File: config.mk
export PLATFORM = sky130hd
export DESIGN_NAME = threshold_multi_flat
export DESIGN_NICKNAME = d
export VERILOG_FILES = /design/src/rtl/threshold_multi_if.sv /design/src/rtl/threshold_multi.sv /design/src/flat_wrapper.sv
export SDC_FILE = /design/constraint.sdc
export NUM_CORES = 1
export LEC_CHECK = 0
export CORE_MARGIN = 2
export CORE_UTILIZATION = 40
export CTS_BUF_LIST = sky130_fd_sc_hd__clkbuf_16
export DETAILED_ROUTE_END_ITERATION = 8
export SYNTH_ARGS = -nofsm -noshare
export SYNTH_HDL_FRONTEND = slang
export SYNTH_SLANG_ARGS = --single-unit
File: constraint.sdc
create_clock -name clk -period 18.8 [get_ports clk]
set_input_delay 5.64 -clock clk [delete_from_list [all_inputs] [get_ports clk]]
set_output_delay 5.64 -clock clk [all_outputs]
set_load 0.1 [all_outputs]
File: src/rtl/threshold_multi_if.sv
// threshold_multi_if: pixel stream bundle for the threshold stage.
// The slave modport is the thresholding block; the master modport feeds
// pixels in and watches the processed stream come out.
interface threshold_multi_if #(
    parameter int CW  = 8,
    parameter int NCH = 3
);
    logic [NCH*CW-1:0] d_in;
    logic              d_in_vld;
    logic [NCH*CW-1:0] d_out;
    logic              d_out_vld;
    logic              d_out_sof;
    logic              d_out_eol;

    modport master (
        output d_in,
        output d_in_vld,
        input  d_out,
        input  d_out_vld,
        input  d_out_sof,
        input  d_out_eol
    );

    modport slave (
        input  d_in,
        input  d_in_vld,
        output d_out,
        output d_out_vld,
        output d_out_sof,
        output d_out_eol
    );
endinterface

File: src/rtl/threshold_multi.sv
// threshold_multi: per-channel multi-level pixel threshold stage.
// Each channel is compared against NLVL programmable thresholds; the mode picks
// binary, inverted binary, band-pass or table-driven multi-level output.
// Tables and mode are double-buffered and swap in at the first pixel of a frame.
// Fixed 2-cycle latency, sof/eol flags travel with their pixel.
// Optional macro THRESHOLD_ROI_EN: adds a committed region-of-interest window;
// pixels outside the window pass through unchanged.
module threshold_multi #(
    parameter int CW   = 8,
    parameter int NCH  = 3,
    parameter int NLVL = 4,
    localparam int AW  = $clog2(NLVL + 1)
) (
    input  logic              clk,
    input  logic              reset,
    threshold_multi_if.slave  pix,
    input  logic [15:0]       input_res_x,
    input  logic [15:0]       input_res_y,
    input  logic              threshold_set,
    input  logic              threshold_t,
    input  logic [AW-1:0]     threshold_a,
    input  logic [NCH-1:0]    threshold_c,
    input  logic [NCH*CW-1:0] threshold_v,
    input  logic [1:0]        mode,
    input  logic              commit
`ifdef THRESHOLD_ROI_EN
    ,
    input  logic [15:0]       roi_x0,
    input  logic [15:0]       roi_x1,
    input  logic [15:0]       roi_y0,
    input  logic [15:0]       roi_y1
`endif
);

    typedef enum logic [1:0] {
        MODE_BIN   = 2'd0,
        MODE_INV   = 2'd1,
        MODE_BAND  = 2'd2,
        MODE_MULTI = 2'd3
    } mode_e;

    logic [CW-1:0] shadow_thr [NCH][NLVL];
    logic [CW-1:0] shadow_lvl [NCH][NLVL+1];
    logic [CW-1:0] active_thr [NCH][NLVL];
    logic [CW-1:0] active_lvl [NCH][NLVL+1];
    mode_e         active_mode;
    mode_e         eff_mode;
    logic          commit_pending;

    logic [15:0]   x_cnt, y_cnt;
    logic [15:0]   res_x_eff, res_y_eff;
    logic          last_x, last_y, at_origin, apply, in_roi;

    logic [NLVL-1:0] gt      [NCH];
    logic [CW-1:0]   lvl_sel [NCH];

    logic              s1_vld, s1_sof, s1_eol, s1_roi;
    logic [NCH*CW-1:0] s1_pix;
    logic [NCH-1:0]    s1_gt0, s1_gt1;
    logic [CW-1:0]     s1_lvl [NCH];
    mode_e             s1_mode;

    logic [NCH*CW-1:0] out_pix;
    logic [NCH*CW-1:0] out_data;
    logic              out_vld, out_sof, out_eol;

    function automatic logic [AW-1:0] popcount(input logic [NLVL-1:0] bits);
        logic [AW-1:0] sum;
        sum = '0;
        for (int i = 0; i < NLVL; i++) sum = sum + AW'(bits[i]);
        return sum;
    endfunction

    // A zero resolution behaves like a single pixel/line.
    assign res_x_eff = (input_res_x == 16'd0) ? 16'd1 : input_res_x;
    assign res_y_eff = (input_res_y == 16'd0) ? 16'd1 : input_res_y;
    assign last_x    = (x_cnt >= res_x_eff - 16'd1);
    assign last_y    = (y_cnt >= res_y_eff - 16'd1);
    assign at_origin = (x_cnt == 16'd0) && (y_cnt == 16'd0);
    // The frame's first pixel itself is processed with the freshly committed settings.
    assign apply     = pix.d_in_vld && commit_pending && at_origin;
    assign eff_mode  = apply ? mode_e'(mode) : active_mode;

    // Pixel position counters, stepped only by accepted pixels.
    always_ff @(posedge clk) begin
        if (reset) begin
            x_cnt <= '0;
            y_cnt <= '0;
        end else if (pix.d_in_vld) begin
            if (last_x) begin
                x_cnt <= '0;
                y_cnt <= last_y ? 16'd0 : y_cnt + 16'd1;
            end else begin
                x_cnt <= x_cnt + 16'd1;
            end
        end
    end

    // Shadow table writes; threshold addresses beyond the table are dropped.
    always_ff @(posedge clk) begin
        if (reset) begin
            for (int c = 0; c < NCH; c++) begin
                for (int i = 0; i < NLVL; i++) shadow_thr[c][i] <= '0;
                for (int i = 0; i <= NLVL; i++) shadow_lvl[c][i] <= '0;
            end
        end else if (threshold_set) begin
            for (int c = 0; c < NCH; c++) begin
                if (threshold_c[c]) begin
                    for (int i = 0; i < NLVL; i++)
                        if (!threshold_t && threshold_a == AW'(i))
                            shadow_thr[c][i] <= threshold_v[c*CW +: CW];
                    for (int i = 0; i <= NLVL; i++)
                        if (threshold_t && threshold_a == AW'(i))
                            shadow_lvl[c][i] <= threshold_v[c*CW +: CW];
                end
            end
        end
    end

    // A commit arriving with the origin pixel stays pending for the next frame.
    always_ff @(posedge clk) begin
        if (reset)       commit_pending <= 1'b0;
        else if (commit) commit_pending <= 1'b1;
        else if (apply)  commit_pending <= 1'b0;
    end

    // Copy shadow settings into the active set at frame start.
    always_ff @(posedge clk) begin
        if (reset) begin
            active_mode <= MODE_BIN;
            for (int c = 0; c < NCH; c++) begin
                for (int i = 0; i < NLVL; i++) active_thr[c][i] <= '0;
                for (int i = 0; i <= NLVL; i++) active_lvl[c][i] <= '0;
            end
        end else if (apply) begin
            active_mode <= mode_e'(mode);
            active_thr  <= shadow_thr;
            active_lvl  <= shadow_lvl;
        end
    end

`ifdef THRESHOLD_ROI_EN
    logic [15:0] active_roi_x0, active_roi_x1, active_roi_y0, active_roi_y1;
    logic [15:0] eff_roi_x0, eff_roi_x1, eff_roi_y0, eff_roi_y1;

    // ROI window is double-buffered alongside the tables.
    always_ff @(posedge clk) begin
        if (reset) begin
            active_roi_x0 <= '0;
            active_roi_x1 <= '0;
            active_roi_y0 <= '0;
            active_roi_y1 <= '0;
        end else if (apply) begin
            active_roi_x0 <= roi_x0;
            active_roi_x1 <= roi_x1;
            active_roi_y0 <= roi_y0;
            active_roi_y1 <= roi_y1;
        end
    end

    assign eff_roi_x0 = apply ? roi_x0 : active_roi_x0;
    assign eff_roi_x1 = apply ? roi_x1 : active_roi_x1;
    assign eff_roi_y0 = apply ? roi_y0 : active_roi_y0;
    assign eff_roi_y1 = apply ? roi_y1 : active_roi_y1;
    assign in_roi = (x_cnt >= eff_roi_x0) && (x_cnt <= eff_roi_x1) &&
                    (y_cnt >= eff_roi_y0) && (y_cnt <= eff_roi_y1);
`else
    assign in_roi = 1'b1;
`endif

    // Stage 1 compare: threshold hits per level, hit count and the level value it selects.
    always_comb begin
        for (int c = 0; c < NCH; c++) begin
            gt[c]      = '0;
            lvl_sel[c] = '0;
            for (int i = 0; i < NLVL; i++)
                gt[c][i] = pix.d_in[c*CW +: CW] > (apply ? shadow_thr[c][i] : active_thr[c][i]);
            for (int i = 0; i <= NLVL; i++)
                if (popcount(gt[c]) == AW'(i))
                    lvl_sel[c] = apply ? shadow_lvl[c][i] : active_lvl[c][i];
        end
    end

    // Stage 1 register: everything stage 2 needs, so in-flight pixels keep their own settings.
    always_ff @(posedge clk) begin
        if (reset) begin
            s1_vld  <= 1'b0;
            s1_sof  <= 1'b0;
            s1_eol  <= 1'b0;
            s1_roi  <= 1'b0;
            s1_pix  <= '0;
            s1_gt0  <= '0;
            s1_gt1  <= '0;
            s1_mode <= MODE_BIN;
            for (int c = 0; c < NCH; c++) s1_lvl[c] <= '0;
        end else begin
            s1_vld <= pix.d_in_vld;
            s1_sof <= pix.d_in_vld && at_origin;
            s1_eol <= pix.d_in_vld && last_x;
            if (pix.d_in_vld) begin
                s1_pix  <= pix.d_in;
                s1_mode <= eff_mode;
                s1_roi  <= in_roi;
                for (int c = 0; c < NCH; c++) begin
                    s1_gt0[c] <= gt[c][0];
                    s1_gt1[c] <= gt[c][1];
                    s1_lvl[c] <= lvl_sel[c];
                end
            end
        end
    end

    // Stage 2 output selection by mode; pixels outside the ROI pass through.
    always_comb begin
        out_pix = s1_pix;
        if (s1_roi) begin
            for (int c = 0; c < NCH; c++) begin
                case (s1_mode)
                    MODE_BIN:  out_pix[c*CW +: CW] = {CW{s1_gt0[c]}};
                    MODE_INV:  out_pix[c*CW +: CW] = {CW{~s1_gt0[c]}};
                    MODE_BAND: out_pix[c*CW +: CW] = {CW{s1_gt0[c] & ~s1_gt1[c]}};
                    default:   out_pix[c*CW +: CW] = s1_lvl[c];
                endcase
            end
        end
    end

    // Output register; data holds its last value between valid pixels.
    always_ff @(posedge clk) begin
        if (reset) begin
            out_vld  <= 1'b0;
            out_sof  <= 1'b0;
            out_eol  <= 1'b0;
            out_data <= '0;
        end else begin
            out_vld <= s1_vld;
            out_sof <= s1_sof;
            out_eol <= s1_eol;
            if (s1_vld) out_data <= out_pix;
        end
    end

    assign pix.d_out     = out_data;
    assign pix.d_out_vld = out_vld;
    assign pix.d_out_sof = out_sof;
    assign pix.d_out_eol = out_eol;

endmodule

File: src/flat_wrapper.sv
// flat-port wrapper written by rule: the top's interface ports become plain ports
module threshold_multi_flat 
#(
    parameter int CW   = 8,
    parameter int NCH  = 3,
    parameter int NLVL = 4,
    localparam int AW  = $clog2(NLVL + 1)
)
  (clk, reset, input_res_x, input_res_y, threshold_set, threshold_t, threshold_a, threshold_c, threshold_v, mode, commit, pix_d_in, pix_d_in_vld, pix_d_out, pix_d_out_vld, pix_d_out_sof, pix_d_out_eol);
  threshold_multi_if #(.CW(CW), .NCH(NCH)) pix_i ();
  input  logic clk;
  input  logic reset;
  input  logic [15:0] input_res_x;
  input  logic [15:0] input_res_y;
  input  logic threshold_set;
  input  logic threshold_t;
  input  logic [AW-1:0] threshold_a;
  input  logic [NCH-1:0] threshold_c;
  input  logic [NCH*CW-1:0] threshold_v;
  input  logic [1:0] mode;
  input  logic commit;
  input wire logic [$bits(pix_i.d_in)-1:0] pix_d_in;
  input wire logic [$bits(pix_i.d_in_vld)-1:0] pix_d_in_vld;
  output wire logic [$bits(pix_i.d_out)-1:0] pix_d_out;
  output wire logic [$bits(pix_i.d_out_vld)-1:0] pix_d_out_vld;
  output wire logic [$bits(pix_i.d_out_sof)-1:0] pix_d_out_sof;
  output wire logic [$bits(pix_i.d_out_eol)-1:0] pix_d_out_eol;
  assign pix_i.d_in = pix_d_in;
  assign pix_i.d_in_vld = pix_d_in_vld;
  assign pix_d_out = pix_i.d_out;
  assign pix_d_out_vld = pix_i.d_out_vld;
  assign pix_d_out_sof = pix_i.d_out_sof;
  assign pix_d_out_eol = pix_i.d_out_eol;
  threshold_multi #(.CW(CW), .NCH(NCH), .NLVL(NLVL)) u_core (.clk(clk), .reset(reset), .pix(pix_i), .input_res_x(input_res_x), .input_res_y(input_res_y), .threshold_set(threshold_set), .threshold_t(threshold_t), .threshold_a(threshold_a), .threshold_c(threshold_c), .threshold_v(threshold_v), .mode(mode), .commit(commit));
endmodule
==> results.py <==
metrics = {
    "status": {
        "status": "finished, final reports clean",
    },
    "critical_path": {
        "crit_path_cell_trace": "buf_2 -> buf_4 -> nor4bb_1 -> nand4_1 -> or2_4 -> buf_12 -> mux2i_1 -> ha_1 -> nor2b_1 -> o21a_1 -> o21a_1 -> o21ai_0 -> a21oi_1 -> a211oi_1 -> nor2_1 -> ha_1 -> fa_1 -> ha_1 -> nor2b_1 -> nand2_1 -> a21oi_1 -> nor4_1 -> nor2_1",
        "critical_path.max_fanout": 120,
        "worst-path-buf-inv": 3,
        "crit_required_ns": 19.26,
        "arrival_ns": 12.26,
        "max_stage_delay_ns": 0.77,
        "startpoint_type": "input pin",
        "crit_slowest_cell": "or2_4",
        "critical_path_class": "in2reg",
        "crit_path_end_kind": "flip-flop",
        "path_delay_family": "simple AND/OR/NAND/NOR gates",
        "cpMostUsedCell": "ha_1",
    },
    "clock_network": {
        "ctsResizeCount": 0,
        "cts_made_buffers": 58,
        "clockBufferDepth": 3,
        "cts_setup_buffers": 0,
        "cts_tree": "built",
        "htree_levels": 2,
        "path_clk_slew_ns": 0.06,
        "cts_sinks": 554,
        "clk_latency_ns": 0.62,
        "ctsRootBufferMaster": "clkbuf_16",
        "holdBufCountCts": 0,
    },
    "routing": {
        "drtIter0Drc": 1204,
        "wl_um": 66600,
        "postRouteAntennaNets": 0,
        "viasPerCell": 5.39,
        "drc": 0,
        "met1_length_um": 30400,
        "routed.top_layer": "met4",
        "dr_wl_met3_um": 2750,
        "dr.pass1.iters": 5,
        "met2WireLength_um": 31700,
        "vias": 19300,
        "detail_route.wl_per_cell_um": 18.6,
    },
    "global_routing": {
        "grt_max_degree": 139,
        "antenna_found_initial": 0,
        "grt-ovfl-total": 0,
        "grt_usage_pct": 20.4,
        "grt_pass1_vias": 18600,
        "grt_pass1_wl_um": 104000,
    },
    "timing": {
        "max_freq_ghz": 0.0848,
        "fin_crit_ns": 11.79,
        "setup_viol": 0,
        "worst_slew_pin_slew_ns": 1.23,
        "hold_ws_ns": 0.445,
        "setup-tns-final_ns": 0,
        "slew_viol_final": 0,
        "fin_worst_skew_ns": 0.0315,
        "period_share_pct": 62.7,
        "hold_viol_final": 0,
        "max_slew_margin_pct": 17.5,
        "rsz0062_at_grt": "false",
    },
    "cells_and_area": {
        "fin_nets": 2980,
        "layout-drive-gt1-share_pct": 4.34,
        "syn_to_final_growth_pct": 14.5,
    },
    "logic_synthesis": {
        "yosysSeqAreaShare_pct": 45.7,
        "synth_ff_type": "dfxtp_1",
        "synth_cell_types": 63,
        "ys_seq_elements": 554,
        "syn_nets": 2938,
        "synth.avg_cell_area_um2": 9.19,
        "synth_area_leaders": "dfxtp_1, mux2i_1, ha_1",
        "synth_top_area_cell": "dfxtp_1",
        "synthesis.area_um2": 24800,
        "yosysTopAreaCellShare_pct": 42.7,
        "synthCells": 2701,
        "synth_edf_count": 24,
        "ys_warn_count": 0,
        "synthArstFlopShare_pct": 0,
    },
    "die": {
        "start_util_pct": 40.4,
        "io-pin-count": 121,
        "die_area_um2": 64100,
        "rows": 91,
        "die_w_um": 253,
        "core-area_um2": 61500,
        "fp.dieH_um": 253,
    },
    "placed_design": {
        "place_hpwl_um": 45000,
        "port_buffers": 120,
        "globalplace.congestion": 0.850,
    },
    "worst_hold_path": {
        "holdCritPathClass": "reg2reg",
    },
    "power": {
        "power_density_nw_per_um2": 90.9,
        "p_leak_uw": 0.0126,
        "vdd_drop_max_mv": 0.0726,
    },
    "job": {
        "max_cap_viol_count": 0,
    },
}
==> cell usage after synthesis (6+ instances only) <==
cell       number
and3_1         30
nor3b_1         7
nor2b_1        20
o21ai_0        25
and2_1         20
inv_1          28
nor3_1         28
a211oi_1       18
mux2i_1       347
xnor2_1        23
nand2b_1       38
o221ai_1       24
edfxtp_1       24
nand2_1       280
dfxtp_1       530
clkbuf_1      131
a21o_1         19
o211ai_1        6
buf_1           7
nor2_1        458
xor2_1         27
a2111oi_0      14
o21a_1         17
a22oi_1        25
ha_1          140
a221oi_1       14
buf_2          22
nand3_1        81
a21oi_1       187
nand4_1        25
nor4_1         18
==> where the power goes <==
| part | total, uW | switching (uW) | internal, uW |
|---|---|---|---|
| combinational | 254 | 166 | 87.7 |
| sequential | 1210 | 12.5 | 1200 |
| clock | 1120 | 480 | 639 |
| total | 2580 | 658 | 1930 |
==> layout by cell type, fill, tap and decap left out, types with 5 or more instances in the layout <==
master / netlist / final
a2111oi_0: 14 / 14
a211oi_1: 18 / 18
a21o_1: 19 / 19
a21oi_1: 187 / 187
a221oi_1: 14 / 14
a22oi_1: 25 / 25
and2_1: 20 / 20
and3_1: 30 / 30
buf_4: 1 / 25
clkbuf_16: 0 / 61
clkdlybuf4s50_1: 0 / 118
clkinv_1: 2 / 19
clkinv_2: 0 / 8
dfxtp_1: 530 / 529
edfxtp_1: 24 / 24
ha_1: 140 / 140
inv_1: 28 / 41
mux2i_1: 347 / 347
nand2_1: 280 / 280
nand2b_1: 38 / 38
nand3_1: 81 / 81
nand3b_1: 5 / 5
nand4_1: 25 / 25
nor2_1: 458 / 457
nor2b_1: 20 / 20
nor3_1: 28 / 27
nor3b_1: 7 / 7
nor4_1: 18 / 17
o211ai_1: 6 / 6
o21a_1: 17 / 17
o21ai_0: 25 / 25
o21bai_1: 5 / 5
o221ai_1: 24 / 24
o22ai_1: 5 / 5
xnor2_1: 23 / 23
xor2_1: 27 / 27
==> worst register-to-register path, stage by stage (launching register included) <==
cell and delay (ns):
dfxtp_1 0.48, inv_1 0.13, ha_1 0.21, nor4b_2 0.16
nand4_2 0.22, or2_4 0.78, buf_12 0.61, mux2i_1 0.38
ha_1 0.28, nor2b_1 0.14, o21a_1 0.16, o21a_1 0.15
o21ai_0 0.17, a21oi_1 0.10, a211oi_1 0.31, nor2_1 0.10
ha_1 0.34, fa_1 0.40, ha_1 0.45, nor2b_1 0.63
nand2_1 0.32, a21oi_1 0.23, nor4_1 0.07, nor2_1 0.16
==> cell type report <==
type	count	area, um^2
Inverter	30	113
Sequential cell	554	11300
Timing Repair Buffer	146	1410
Tap cell	790	988
Fill cell	5829	33100
Clock inverter	47	327
Clock buffer	61	1530
Antenna cell	1	2.50
Multi-Input combinational cell	1953	12700
==> through the flow <==
stage | area [um^2] | setup slack [ns] | cells | util (%) | total power (uW)
finish | 28400 | 7.01 | 3582 | 46.2 | 2580
global route | 28400 | 6.40 | 3581 | 46.2 | 2680
CTS | 28400 | 6.95 | 3581 | 46.2 | 2610
detailed placement | 26600 | 6.32 | 3473 | 43.2 | 1490
global placement | 26600 | 6.53 | 3473 | 43.2 | 1480
floorplan | 24800 | 8.12 | 2701 | - | 1400
==> logic make-up after synthesis <==
family / Yosys count / synth area share (%)
flip-flops: 554 / 45.7
buffers and inverters: 194 / 3.15
AND/OR/NAND/NOR: 1032 / 18.4
adder cells (fa/ha/maj): 143 / 7.30
XOR/XNOR: 50 / 1.76
multiplexers: 347 / 14.0
AO/OA/AOI/OAI: 381 / 9.70
==> registers in the layout (all words and copies together), names as in the netlist, 16 cells and up <==
register / cells
u_core.pix.d_out: 24
u_core.x_cnt: 16
u_core.active_thr: 96
u_core.shadow_thr: 96
u_core.active_lvl: 120
u_core.s1_lvl: 24
u_core.y_cnt: 16
u_core.shadow_lvl: 120
u_core.s1_pix: 24
==> layer usage <==
layer  track usage [%]  vias up
met5                 0        -
li1                  -     9484
met4              5.97        0
met2              34.8      411
met1              26.9     9328
met3              2.68       91
==> final timing paths <==
path | start | to | slack (ns) | depth (start not counted)
min reg2reg | u_core.s1_eol$_SDFF_PP0_ | u_core.pix.d_out_eol$_SDFF_PP0_ | 0.45 | 1
max reg2reg | u_core.x_cnt[0]$_SDFFE_PP0P_ | u_core.s1_lvl[0][6]$_SDFFCE_PN0P_ | 11.70 | 23
max | pix_d_in_vld | u_core.s1_lvl[0][6]$_SDFFCE_PN0P_ | 7.01 | 23
min | u_core.s1_eol$_SDFF_PP0_ | u_core.pix.d_out_eol$_SDFF_PP0_ | 0.45 | 1
(Power assumes the default switching activity.)
